<file path="src/rtl/fifo_sel_drain.sv">
// Drains one packet from the FWFT FIFO chosen by the selection code onto a
// ready/valid stream, then pulses a per-port release after the EOP beat.
module fifo_sel_drain #(
    parameter int PORT_NUM = 8,
    parameter int DATA_W   = 32,
    parameter int LEN_W    = 8,
    parameter int GAP_CYC  = 1
) (
    input  logic                       glb_clk,
    input  logic                       glb_areset,
    input  logic [7:0]                 fifo_sel_code,
    input  logic [PORT_NUM-1:0]        fifo_empty,
    input  logic [PORT_NUM*DATA_W-1:0] fifo_rd_data,
    output logic [PORT_NUM-1:0]        fifo_rd_en,
    output logic [DATA_W-1:0]          out_data,
    output logic                       out_valid,
    input  logic                       out_ready,
    output logic                       out_sop,
    output logic                       out_eop,
    output logic [PORT_NUM-1:0]        fifo_release,
    output logic                       busy,
    output logic                       sel_err
);

    localparam int IDX_W = (PORT_NUM > 1) ? $clog2(PORT_NUM) : 1;
    localparam int GAP_W = (GAP_CYC > 1) ? $clog2(GAP_CYC) : 1;

    typedef enum logic [1:0] {
        StIdle,
        StHead,
        StBody,
        StGap
    } state_e;

    state_e              state_q, state_d;
    logic [IDX_W-1:0]    idx_q, idx_d;
    logic [LEN_W-1:0]    cnt_q, cnt_d;
    logic [GAP_W-1:0]    gap_q, gap_d;
    logic [PORT_NUM-1:0] release_q, release_d;
    logic                sel_err_q, sel_err_d;

    logic [DATA_W-1:0]   head_word;
    logic                head_empty;
    logic [PORT_NUM-1:0] idx_onehot;
    logic [LEN_W-1:0]    hdr_len;
    logic                in_pkt;
    logic                beat;
    logic                last_body;
    logic                code_vld;
    logic [6:0]          code_idx;
    logic                code_in_range;

    // Head-of-FIFO mux for the currently latched port.
    always_comb begin
        head_word  = '0;
        head_empty = 1'b1;
        idx_onehot = '0;
        for (int i = 0; i < PORT_NUM; i++) begin
            if (idx_q == IDX_W'(i)) begin
                head_word     = fifo_rd_data[i*DATA_W +: DATA_W];
                head_empty    = fifo_empty[i];
                idx_onehot[i] = 1'b1;
            end
        end
    end

    assign code_vld      = fifo_sel_code[7];
    assign code_idx      = fifo_sel_code[6:0];
    assign code_in_range = int'(code_idx) < PORT_NUM;

    assign hdr_len   = head_word[LEN_W-1:0];
    assign last_body = (cnt_q == LEN_W'(1));
    assign in_pkt    = (state_q == StHead) || (state_q == StBody);

    assign out_valid = in_pkt & ~head_empty;
    assign beat      = out_valid & out_ready;
    assign out_data  = out_valid ? head_word : '0;
    assign out_sop   = out_valid & (state_q == StHead);
    assign out_eop   = out_valid & (((state_q == StHead) & (hdr_len == '0)) |
                                    ((state_q == StBody) & last_body));

    // Pop only the selected FIFO, and only on an accepted beat.
    assign fifo_rd_en = beat ? idx_onehot : '0;

    always_comb begin
        state_d   = state_q;
        idx_d     = idx_q;
        cnt_d     = cnt_q;
        gap_d     = gap_q;
        release_d = '0;
        sel_err_d = 1'b0;
        unique case (state_q)
            StIdle: begin
                if (code_vld) begin
                    if (code_in_range) begin
                        idx_d   = code_idx[IDX_W-1:0];
                        state_d = StHead;
                    end else begin
                        sel_err_d = 1'b1;
                    end
                end
            end
            StHead: begin
                if (beat) begin
                    if (hdr_len == '0) begin
                        state_d   = StGap;
                        gap_d     = '0;
                        release_d = idx_onehot;
                    end else begin
                        cnt_d   = hdr_len;
                        state_d = StBody;
                    end
                end
            end
            StBody: begin
                if (beat) begin
                    cnt_d = cnt_q - LEN_W'(1);
                    if (last_body) begin
                        state_d   = StGap;
                        gap_d     = '0;
                        release_d = idx_onehot;
                    end
                end
            end
            StGap: begin
                if (gap_q == GAP_W'(GAP_CYC - 1)) begin
                    state_d = StIdle;
                end else begin
                    gap_d = gap_q + GAP_W'(1);
                end
            end
            default: state_d = StIdle;
        endcase
    end

    always_ff @(posedge glb_clk or posedge glb_areset) begin
        if (glb_areset) begin
            state_q   <= StIdle;
            idx_q     <= '0;
            cnt_q     <= '0;
            gap_q     <= '0;
            release_q <= '0;
            sel_err_q <= 1'b0;
        end else begin
            state_q   <= state_d;
            idx_q     <= idx_d;
            cnt_q     <= cnt_d;
            gap_q     <= gap_d;
            release_q <= release_d;
            sel_err_q <= sel_err_d;
        end
    end

    assign busy         = (state_q != StIdle);
    assign fifo_release = release_q;
    assign sel_err      = sel_err_q;

endmodule

</file>
<file path="config.mk">
export PLATFORM = sky130hd
export DESIGN_NAME = fifo_sel_drain
export DESIGN_NICKNAME = d
export VERILOG_FILES = /design/src/rtl/fifo_sel_drain.sv
export SDC_FILE = /design/constraint.sdc
export NUM_CORES = 1
export LEC_CHECK = 0
export BUFFER_PORTS_ARGS = -buffer_cell sky130_fd_sc_hd__buf_2
export CORE_AREA = 10 10 118 120
export CTS_BUF_LIST = sky130_fd_sc_hd__clkbuf_8 sky130_fd_sc_hd__clkbuf_16
export CTS_CLUSTER_SIZE = 8
export DETAILED_ROUTE_END_ITERATION = 8
export DIE_AREA = 0 0 128 130
export HOLD_SLACK_MARGIN = 0.15
export PLACE_DENSITY = 0.81
export RECOVER_POWER = 25
export SYNTH_ARGS = -nofsm -noshare
export SYNTH_HDL_FRONTEND = slang
export SYNTH_SLANG_ARGS = --single-unit
</file>
<file path="constraint.sdc">
create_clock -name glb_clk -period 2.9 [get_ports glb_clk]
set_clock_uncertainty 0.15 [all_clocks]
set_input_delay 0.29 -clock glb_clk [delete_from_list [all_inputs] [get_ports glb_clk]]
set_output_delay 0.29 -clock glb_clk [all_outputs]
set_load 0.005 [all_outputs]
</file>
==> results of run 1 <==
## critical path: cells and delay by family (launching register included)
| family | cells | cell delay (ns) |
|---|---|---|
| compound gates | 2 | 0.58 |
| buf+inv | 1 | 0.13 |
| flops | 1 | 0.48 |
| mux | 2 | 0.82 |
| simple gates | 2 | 0.26 |
## cell families after synthesis
group	synth area share, %
adder cells (fa/ha/maj)	2.13
AO/OA/AOI/OAI	17.9
multiplexers	41.0
flip-flops	15.6
AND/OR/NAND/NOR	18.0
buffers and inverters	5.32
## metal layers
| layer | global-route usage, % | part of all wire (%) |
|---|---|---|
| met1 | 23.2 | 34 |
| met2 | 41.3 | 52 |
| met3 | 7.38 | 11 |
| met4 | 7.02 | 2.7 |
| met5 | 0 | 0.14 |
## registers in the layout (all words and copies together) (netlist names)
register and count:
cnt_q 8, sel_err 1, idx_q 3, state_q 2
fifo_release 8
## area by class of cell
class / count / area (sq um) / share of cell area (%)
antenna: 3 / 7.51 / 0.130
timing repair buffer: 374 / 2030 / 35.2
sequential: 22 / 559 / 9.68
multi-input combinational: 315 / 2870 / 49.6
clock buffer: 3 / 75.1 / 1.30
tap: 147 / 184 / 3.18
clock inverter: 1 / 3.75 / 0.0649
inverter: 13 / 48.8 / 0.844
## worst paths after layout
kind                                   end  slack (ns)  cells past startpoint
max                                out_eop       -0.08                      7
min                                sel_err        0.15                      3
max reg2reg                       cnt_q[5]       -0.08                      9
min reg2reg                       cnt_q[6]        0.40                      1
max in group asynchronous         idx_q[1]        1.32                      3
min in group asynchronous  fifo_release[6]        0.62                      3
## power groups by stage
| stage | Sequential (mW) | Clock [mW] | Combinational (mW) |
|---|---|---|---|
| floorplan | 0.454 | 0 | 2.53 |
| global placement | 0.534 | 0 | 3.77 |
| detailed placement | 0.539 | 0 | 3.81 |
| CTS | 0.523 | 0.308 | 4.11 |
| global route | 0.544 | 0.326 | 4.50 |
| finish | 0.525 | 0.308 | 4.18 |
## cells in the mapped netlist (9+ instances only)
cell type,n,area share [%]
nand2_1,62,6.6
mux4_2,52,33
a21oi_1,36,5.1
nor2_1,33,3.5
dfrtp_1,22,16
clkbuf_1,16,1.7
mux2i_1,15,4.3
inv_1,12,1.3
nor3_1,12,1.7
mux2_2,11,3.5
a2bb2oi_1,10,2.5
nand2b_1,9,1.6
o21ai_0,9,1.3
## repair_timing
action	4_1_cts	5_1_grt
hold buffers	5	0
gates resized for setup	13	9
buffers inserted	13	0
pin swaps	8	1
setup endpoints to repair	35	55
hold endpoints to repair	26	0
## through the flow
stage / worst slack (ns) / hold WS [ns] / power (mW) / instance area [sq um]
detailed placement: 0.0215 / 0.360 / 4.35 / 5470
finish: -0.0845 / 0.150 / 5.02 / 5780
global placement: 0.0949 / 0.350 / 4.30 / 5470
CTS: -0.0551 / 0.158 / 4.94 / 5750
floorplan: 0.184 / 0.129 / 2.98 / 3530
global route: -0.247 / 0.183 / 5.37 / 5780
==> out/metrics.yaml, run 1 <==
drive_gt1_share_pct: 61.7
path_clk_slew_ns: 0.06
avgRoutedWirePerCell_um: 22.6
violations: "negative setup slack"
cpPeakStageDelay_ns: 0.51
crit_path_max_fanout: 7
clockBufferDepth: 2
viasPerCell: 5.47
final_common_cell: "buf_2"
ios: 328
arrival_ns: 2.54
final.period_utilization_pct: 103
fillers: 1120
rsz0062_at_grt: "yes"
clkPwrFrac_pct: 6.1
crit_path_start_kind: "flop"
cts_buffers: 3
hold_violations: 0
fin_ws_ns: -0.0845
nets: 1010
synth_cells: 381
ys_seq_elements: 22
die_h_um: 130
portBuffers: 327
fin_crit_ns: 2.98
grt_pass1_vias: 5298
seqPwrFrac_pct: 10.5
grt.total_usage_pct: 22.3
synth_edf_count: 0
routed_wirelength_um: 19800
path_cells: "mux4_2, mux2_4, a211oi_2, nand3_1, o41a_1, nor2_1, buf_2"
drv_cap: 0
cts_tree: "done"
yosysSeqAreaShare_pct: 15.6
internal_power_mw: 2.59
p_switching_mw: 2.42
synthesis.area_sq_um: 3530
hold_class: "in -> reg"
core-area_sq_um: 11700
cp-end-kind: "primary output"
first_iter_violations: 240
post-dp-hpwl_um: 17200
row_count: 40
crit_path_top_delay_cell: "mux4_2"
dieArea_sq_um: 16600
syn_to_final_growth_pct: 63.9
grt_max_degree: 40
cp-startpoint: "idx_q[1]"
layout.cells.non_filler: 878
synth_ff_type: "dfrtp_1"
p_per_area_nw_per_um2: 868
hold_start: "fifo_sel_code[3]"
h-tree-depth: 1
peakVddDrop_mv: 0.648
clock.fmax_mhz: 335
outcome: "finished with violations"
p_leak_nw: 2.81
numClockSinks: 22
async_flop_share_pct: 100
synth_nets: 662
syn_area_per_cell_sq_um: 9.26
gp_congestion: 0.930
r2r_start: "idx_q[1]"
synth_cell_types: 48
max-slew-margin-rel_pct: 39.1
die_w_um: 128
grt_pass1_wl_um: 29500
yosys_warnings: 0
sw_frac_of_total_pct: 48.3
final_util_pct: 49.4
start_util_pct: 30.1
dr_total_vias: 4807
critical_path_class: "reg -> out"
antenna_left: 0
first_pass_iters: 5
drc_errors: 0
cts-root-buf: "clkbuf_16"
setup_viol: 11
layout_common_cells: "buf_2 (318), nand2_1 (62), mux4_2 (52)"
comb_power_share_pct: 83.4
antenna_found_initial: 5
slew_violations: 0
insertion_delay_ns: 0.26
fin_setup_tns_ns: -0.340
grt_overflow: 0
critPathRequiredTime_ns: 2.46
placed_cells: 853
worstMarginPinSlew_ns: 0.912
Note: power is estimated with default switching activity, not from simulation.
==> run 2: changes to the inputs <==
--- a/config.mk
+++ b/config.mk
@@ -12,7 +12,7 @@
 export DETAILED_ROUTE_END_ITERATION = 8
 export DIE_AREA = 0 0 128 130
 export HOLD_SLACK_MARGIN = 0.15
-export PLACE_DENSITY = 0.81
+export PLACE_DENSITY_LB_ADDON = 0.25
 export RECOVER_POWER = 25
 export SYNTH_ARGS = -nofsm -noshare
 export SYNTH_HDL_FRONTEND = slang
==> run 2 against run 1 <==
Against the previous run: highest routed layer unchanged; clock-buffer cell count unchanged; the run still ends with negative setup slack left; largest cell class unchanged; first-iteration DRC count up 15%; design area about the same; die area unchanged; combinational power down 3%.
==> out/metrics.yaml, run 2 (synthesis results as in run 1) <==
first_iter_violations: 275
portBuffers: 327
routed_wirelength_um: 19300
path_clk_slew_ns: 0.07
arrival_ns: 2.51
p_switching_mw: 2.33
grt.total_usage_pct: 21.6
antenna_found_initial: 8
gp_congestion: 0.940
layout.cells.non_filler: 873
crit_path_start_kind: "flop"
post-dp-hpwl_um: 16500
die_h_um: 130
cts-root-buf: "clkbuf_16"
setup_viol: 1
grt_max_degree: 50
clockBufferDepth: 2
insertion_delay_ns: 0.26
antenna_left: 0
fillers: 1162
hold_violations: 0
dr_total_vias: 4615
clock.fmax_mhz: 339
drive_gt1_share_pct: 61.5
ios: 328
grt_pass1_vias: 5204
placed_cells: 849
core-area_sq_um: 11700
place_area_sq_um: 5440
cts_buffers: 3
grt_pass1_wl_um: 28400
final.period_utilization_pct: 102
seqPwrFrac_pct: 10.6
regArea_sq_um: 559
start_util_pct: 30.1
cts_tree: "done"
critPathRequiredTime_ns: 2.46
die_w_um: 128
drc_errors: 0
internal_power_mw: 2.65
numClockSinks: 22
syn_to_final_growth_pct: 63.9
crit_path_top_delay_cell: "mux4_2"
design_area_sq_um: 5780
fin_crit_ns: 2.95
drv_cap: 0
rsz0062_at_grt: "yes"
first_pass_iters: 5
p_per_area_nw_per_um2: 863
path_cells: "mux4_2, mux2_4, a211oi_2, nand3_1, o41a_1, nor2_1, buf_2"
layout_common_cells: "buf_2 (317), nand2_1 (62), mux4_2 (52)"
worstMarginPinSlew_ns: 0.915
grt_overflow: 0
sw_frac_of_total_pct: 46.8
max-slew-margin-rel_pct: 38.9
fin_setup_tns_ns: -0.0509
violations: "negative setup slack"
avgRoutedWirePerCell_um: 22.1
comb_power_share_pct: 81.4
p_leak_nw: 2.79
cp-end-kind: "primary output"
outcome: "finished with violations"
finalPower_mw: 4.99
nets: 1001
multiInputGateArea_sq_um: 2880
fin_ws_ns: -0.0509
dieArea_sq_um: 16600
clkPwrFrac_pct: 8.0
viasPerCell: 5.29
row_count: 40
slew_violations: 0
h-tree-depth: 1
crit_path_max_fanout: 6
hold_ws_ns: 0.165
final_common_cell: "buf_2"
peakVddDrop_mv: 0.486
critical_path_class: "reg -> out"
cpPeakStageDelay_ns: 0.51
hold_class: "in -> reg"
## run 2: cell types whose count changed in the layout (fill, tap and decap cells not counted), sizes merged
cell and change:
clkbuf +1, bufinv +1, inv -1, dlygate4sd3 -1
buf -9, diode +4
## run 2: path summary, 6_finish.rpt
check,from,end,slack (ns),cells past startpoint
max in group asynchronous,glb_areset,idx_q[0],1.31,3
hold reg to reg,cnt_q[6],cnt_q[6],0.38,1
setup reg to reg,idx_q[1],fifo_release[3],0.02,8
min in group asynchronous,glb_areset,fifo_release[5],0.62,3
hold / removal,fifo_sel_code[0],idx_q[0],0.17,2
setup / recovery,idx_q[1],out_eop,-0.05,7
## run 2: metrics by stage
stage / utilization [%] / setup slack [ns]
floorplan: - / 0.184
global placement: 46.4 / 0.113
detailed placement: 46.4 / 0.0670
CTS: 48.6 / -0.0292
global route: 49.3 / -0.146
finish: 49.3 / -0.0509
## run 2: power groups by stage
| stage | Combinational [mW] | Sequential [mW] | Clock (mW) |
|---|---|---|---|
| after floorplan | 2.53 | 0.454 | 0 |
| after CTS | 3.97 | 0.525 | 0.411 |
| after detailed placement | 3.74 | 0.553 | 0 |
| after global routing | 4.43 | 0.548 | 0.421 |
| after global placement | 3.68 | 0.543 | 0 |
| final | 4.06 | 0.528 | 0.401 |
## run 2: metal layers
layer,GRT usage [%],wire (um),vias to the layer above
met3,9.29,2120,30
met5,0,40,-
met2,40.1,10200,231
met1,21.4,6480,2204
met4,6.16,422,6
li1,-,-,2144
## run 2: critical path: cells and delay by family (launching register included)
family / cells / cell delay, ns
buffers and inverters: 1 / 0.12
muxes: 2 / 0.82
DFF: 1 / 0.49
AOI/OAI and AO/OA: 2 / 0.59
and+or+nand+nor: 2 / 0.22
## run 2: cell type report
| type | count | share of cell area (%) |
|---|---|---|
| multi-input cells | 315 | 49.8 |
| repair buffers | 365 | 34.4 |
| flip-flops and latches | 22 | 9.68 |
| well taps | 147 | 3.18 |
| clock buffers | 3 | 1.30 |
| inverters | 13 | 0.844 |
| clock inverters | 1 | 0.520 |
| diodes | 7 | 0.303 |
## run 2: what timing repair did
action | 4_1_cts | 5_1_grt
setup buffers | 8 | 1
hold buffers | 4 | 0
pin swaps | 1 | 4
hold endpoints to repair | 25 | 0
setup endpoints to repair | 32 | 47
gates resized for setup | 9 | 19
==> run 3: changes to the inputs <==
==> constraint.sdc (replaced) <==
create_clock -name glb_clk -period 2.9 [get_ports glb_clk]
set_clock_uncertainty 0.15 [all_clocks]
set_input_delay 0.145 -clock glb_clk [delete_from_list [all_inputs] [get_ports glb_clk]]
set_output_delay 0.145 -clock glb_clk [all_outputs]
set_load 0.005 [all_outputs]
==> run 3 against run 2 <==
Against the previous run: the run still ends with negative setup slack left; design area increased by 0.87%; first-iteration DRC count shrank 27%; clock power rose by 2%; critical path type unchanged; register-to-register slack got worse by 0.12 ns; critical endpoint unchanged; combinational power about the same; clock-buffer cell count stayed put; critical path depth rose by 3; die area unchanged; final cell count up 0.34%; non-clock buffer count is 5 higher; sequential power shrank 1%.
==> out/metrics.yaml, run 3 (synthesis results as in run 1) <==
die_h_um: 130
cpPeakStageDelay_ns: 0.53
fin_crit_ns: 3.01
final_common_cell: "buf_2"
grt.total_usage_pct: 21.3
rsz0062_at_grt: "yes"
rr_worst_depth: 9
critPathRequiredTime_ns: 2.61
avgRoutedWirePerCell_um: 21.8
viasPerCell: 5.25
timing.rr.end: "cnt_q[7]"
drv_cap: 0
hold_violations: 0
clockBufferDepth: 2
routed_wirelength_um: 19100
crit_path_start_kind: "flop"
p_leak_nw: 2.82
grt_overflow: 0
hold_class: "in -> reg"
hold_start: "fifo_sel_code[3]"
h-tree-depth: 1
row_count: 40
slew_violations: 0
gp_congestion: 0.921
cp-end-kind: "primary output"
arrival_ns: 2.71
insertion_delay_ns: 0.27
grt_pass1_wl_um: 28100
path_clk_slew_ns: 0.07
cts-root-buf: "clkbuf_16"
nets: 1006
worstMarginPinSlew_ns: 0.945
fin_setup_tns_ns: -0.578
core-area_sq_um: 11700
numClockSinks: 22
critical_path_class: "reg -> out"
final.period_utilization_pct: 104
cts_tree: "done"
violations: "negative setup slack"
portBuffers: 327
start_util_pct: 30.1
path_buf_inv: 4
final_util_pct: 49.8
antenna_left: 0
peakVddDrop_mv: 0.445
setup_viol: 11
outcome: "finished with violations"
hold_depth: 5
first_iter_violations: 202
cts_buffers: 3
fin_ws_ns: -0.109
drc_errors: 0
grt_pass1_vias: 5118
max-slew-margin-rel_pct: 36.9
crit_path_max_fanout: 14
crit_family: "compound AO/OA/AOI/OAI gates"
crit_path_top_delay_cell: "dfrtp_4"
clock.fmax_mhz: 332
grt_max_degree: 49
dieArea_sq_um: 16600
drive_gt1_share_pct: 62.0
r2r_start: "idx_q[1]"
first_pass_iters: 4
ios: 328
layout_common_cells: "buf_2 (318), nand2_1 (61), mux4_2 (52)"
p_per_area_nw_per_um2: 860
antenna_found_initial: 7
post-dp-hpwl_um: 16400
dr_total_vias: 4600
reg2reg_slack_ns: -0.10
hold_end: "idx_q[2]"
syn_to_final_growth_pct: 65.3
path_cells: "buf_8, or2_2, buf_4, a2bb2oi_1, a31oi_1, o21ai_0, o41a_1, buf_6, nor2_4, buf_2"
die_w_um: 128
run 3: repair_timing:
action / in CTS / in global routing
gates cloned: 0 / 0
gates resized for setup: 17 / 16
hold buffers: 6 / 0
endpoints found under the setup margin: 29 / 52
pin swaps: 5 / 7
hold endpoints to repair: 26 / 0
buffers inserted: 8 / 7
run 3: metrics by stage:
stage	instances	worst slack, ns	area, sq um	hold slack (ns)	total power [mW]
after floorplan	381	0.184	3530	-0.0158	2.98
after global placement	846	0.104	5410	0.197	4.18
after CTS	864	-0.0585	5710	0.324	4.90
after detailed placement	846	0.0474	5410	0.205	4.23
after global routing	874	-0.207	5820	0.336	5.41
final	876	-0.109	5830	0.323	5.02
run 3: how the worst max path moves through the flow:
stage,from,to,slack (ns),cells after the start
floorplan,idx_q[1],fifo_release[1],0.18,10
global placement,idx_q[1],cnt_q[7],0.10,8
detailed placement,idx_q[1],cnt_q[7],0.05,9
CTS,idx_q[1],out_eop,-0.06,8
global route,idx_q[1],out_eop,-0.21,8
finish,idx_q[1],out_eop,-0.11,10
run 3: worst reg2reg max path, stage by stage (launching register included):
cell and delay, ns:
dfrtp_4 0.48, mux4_2 0.51, mux2_4 0.31, buf_6 0.13, a2111oi_4 0.34, nand3_2 0.15, o31ai_4 0.34, buf_6 0.17
o21ba_4 0.16, a2bb2oi_2 0.13
run 3: per-layer routing:
layer | up-vias | track usage [%] | part of all wire (%)
met5 | - | 0 | 0.14
met4 | 4 | 4.57 | 1.9
met3 | 27 | 8.48 | 11
met2 | 228 | 40.2 | 53
met1 | 2192 | 21.5 | 34
li1 | 2149 | - | -
run 3: power breakdown:
part | leakage, nW | internal (mW) | switching, mW | total, mW
logic | 2.49 | 1.99 | 2.09 | 4.08
registers | 0.280 | 0.406 | 0.116 | 0.522
clock network | 0.0511 | 0.275 | 0.136 | 0.411
total | 2.82 | 2.67 | 2.34 | 5.02
run 3: final cells by class:
cell class              count  area, sq um
well taps                 147          184
flip-flops and latches     22          559
repair buffers            370         2030
fillers                  1153         5880
inverters                  13         48.8
diodes                      5         12.5
multi-input cells         315         2890
clock inverters             1         30.0
clock buffers               3         75.1
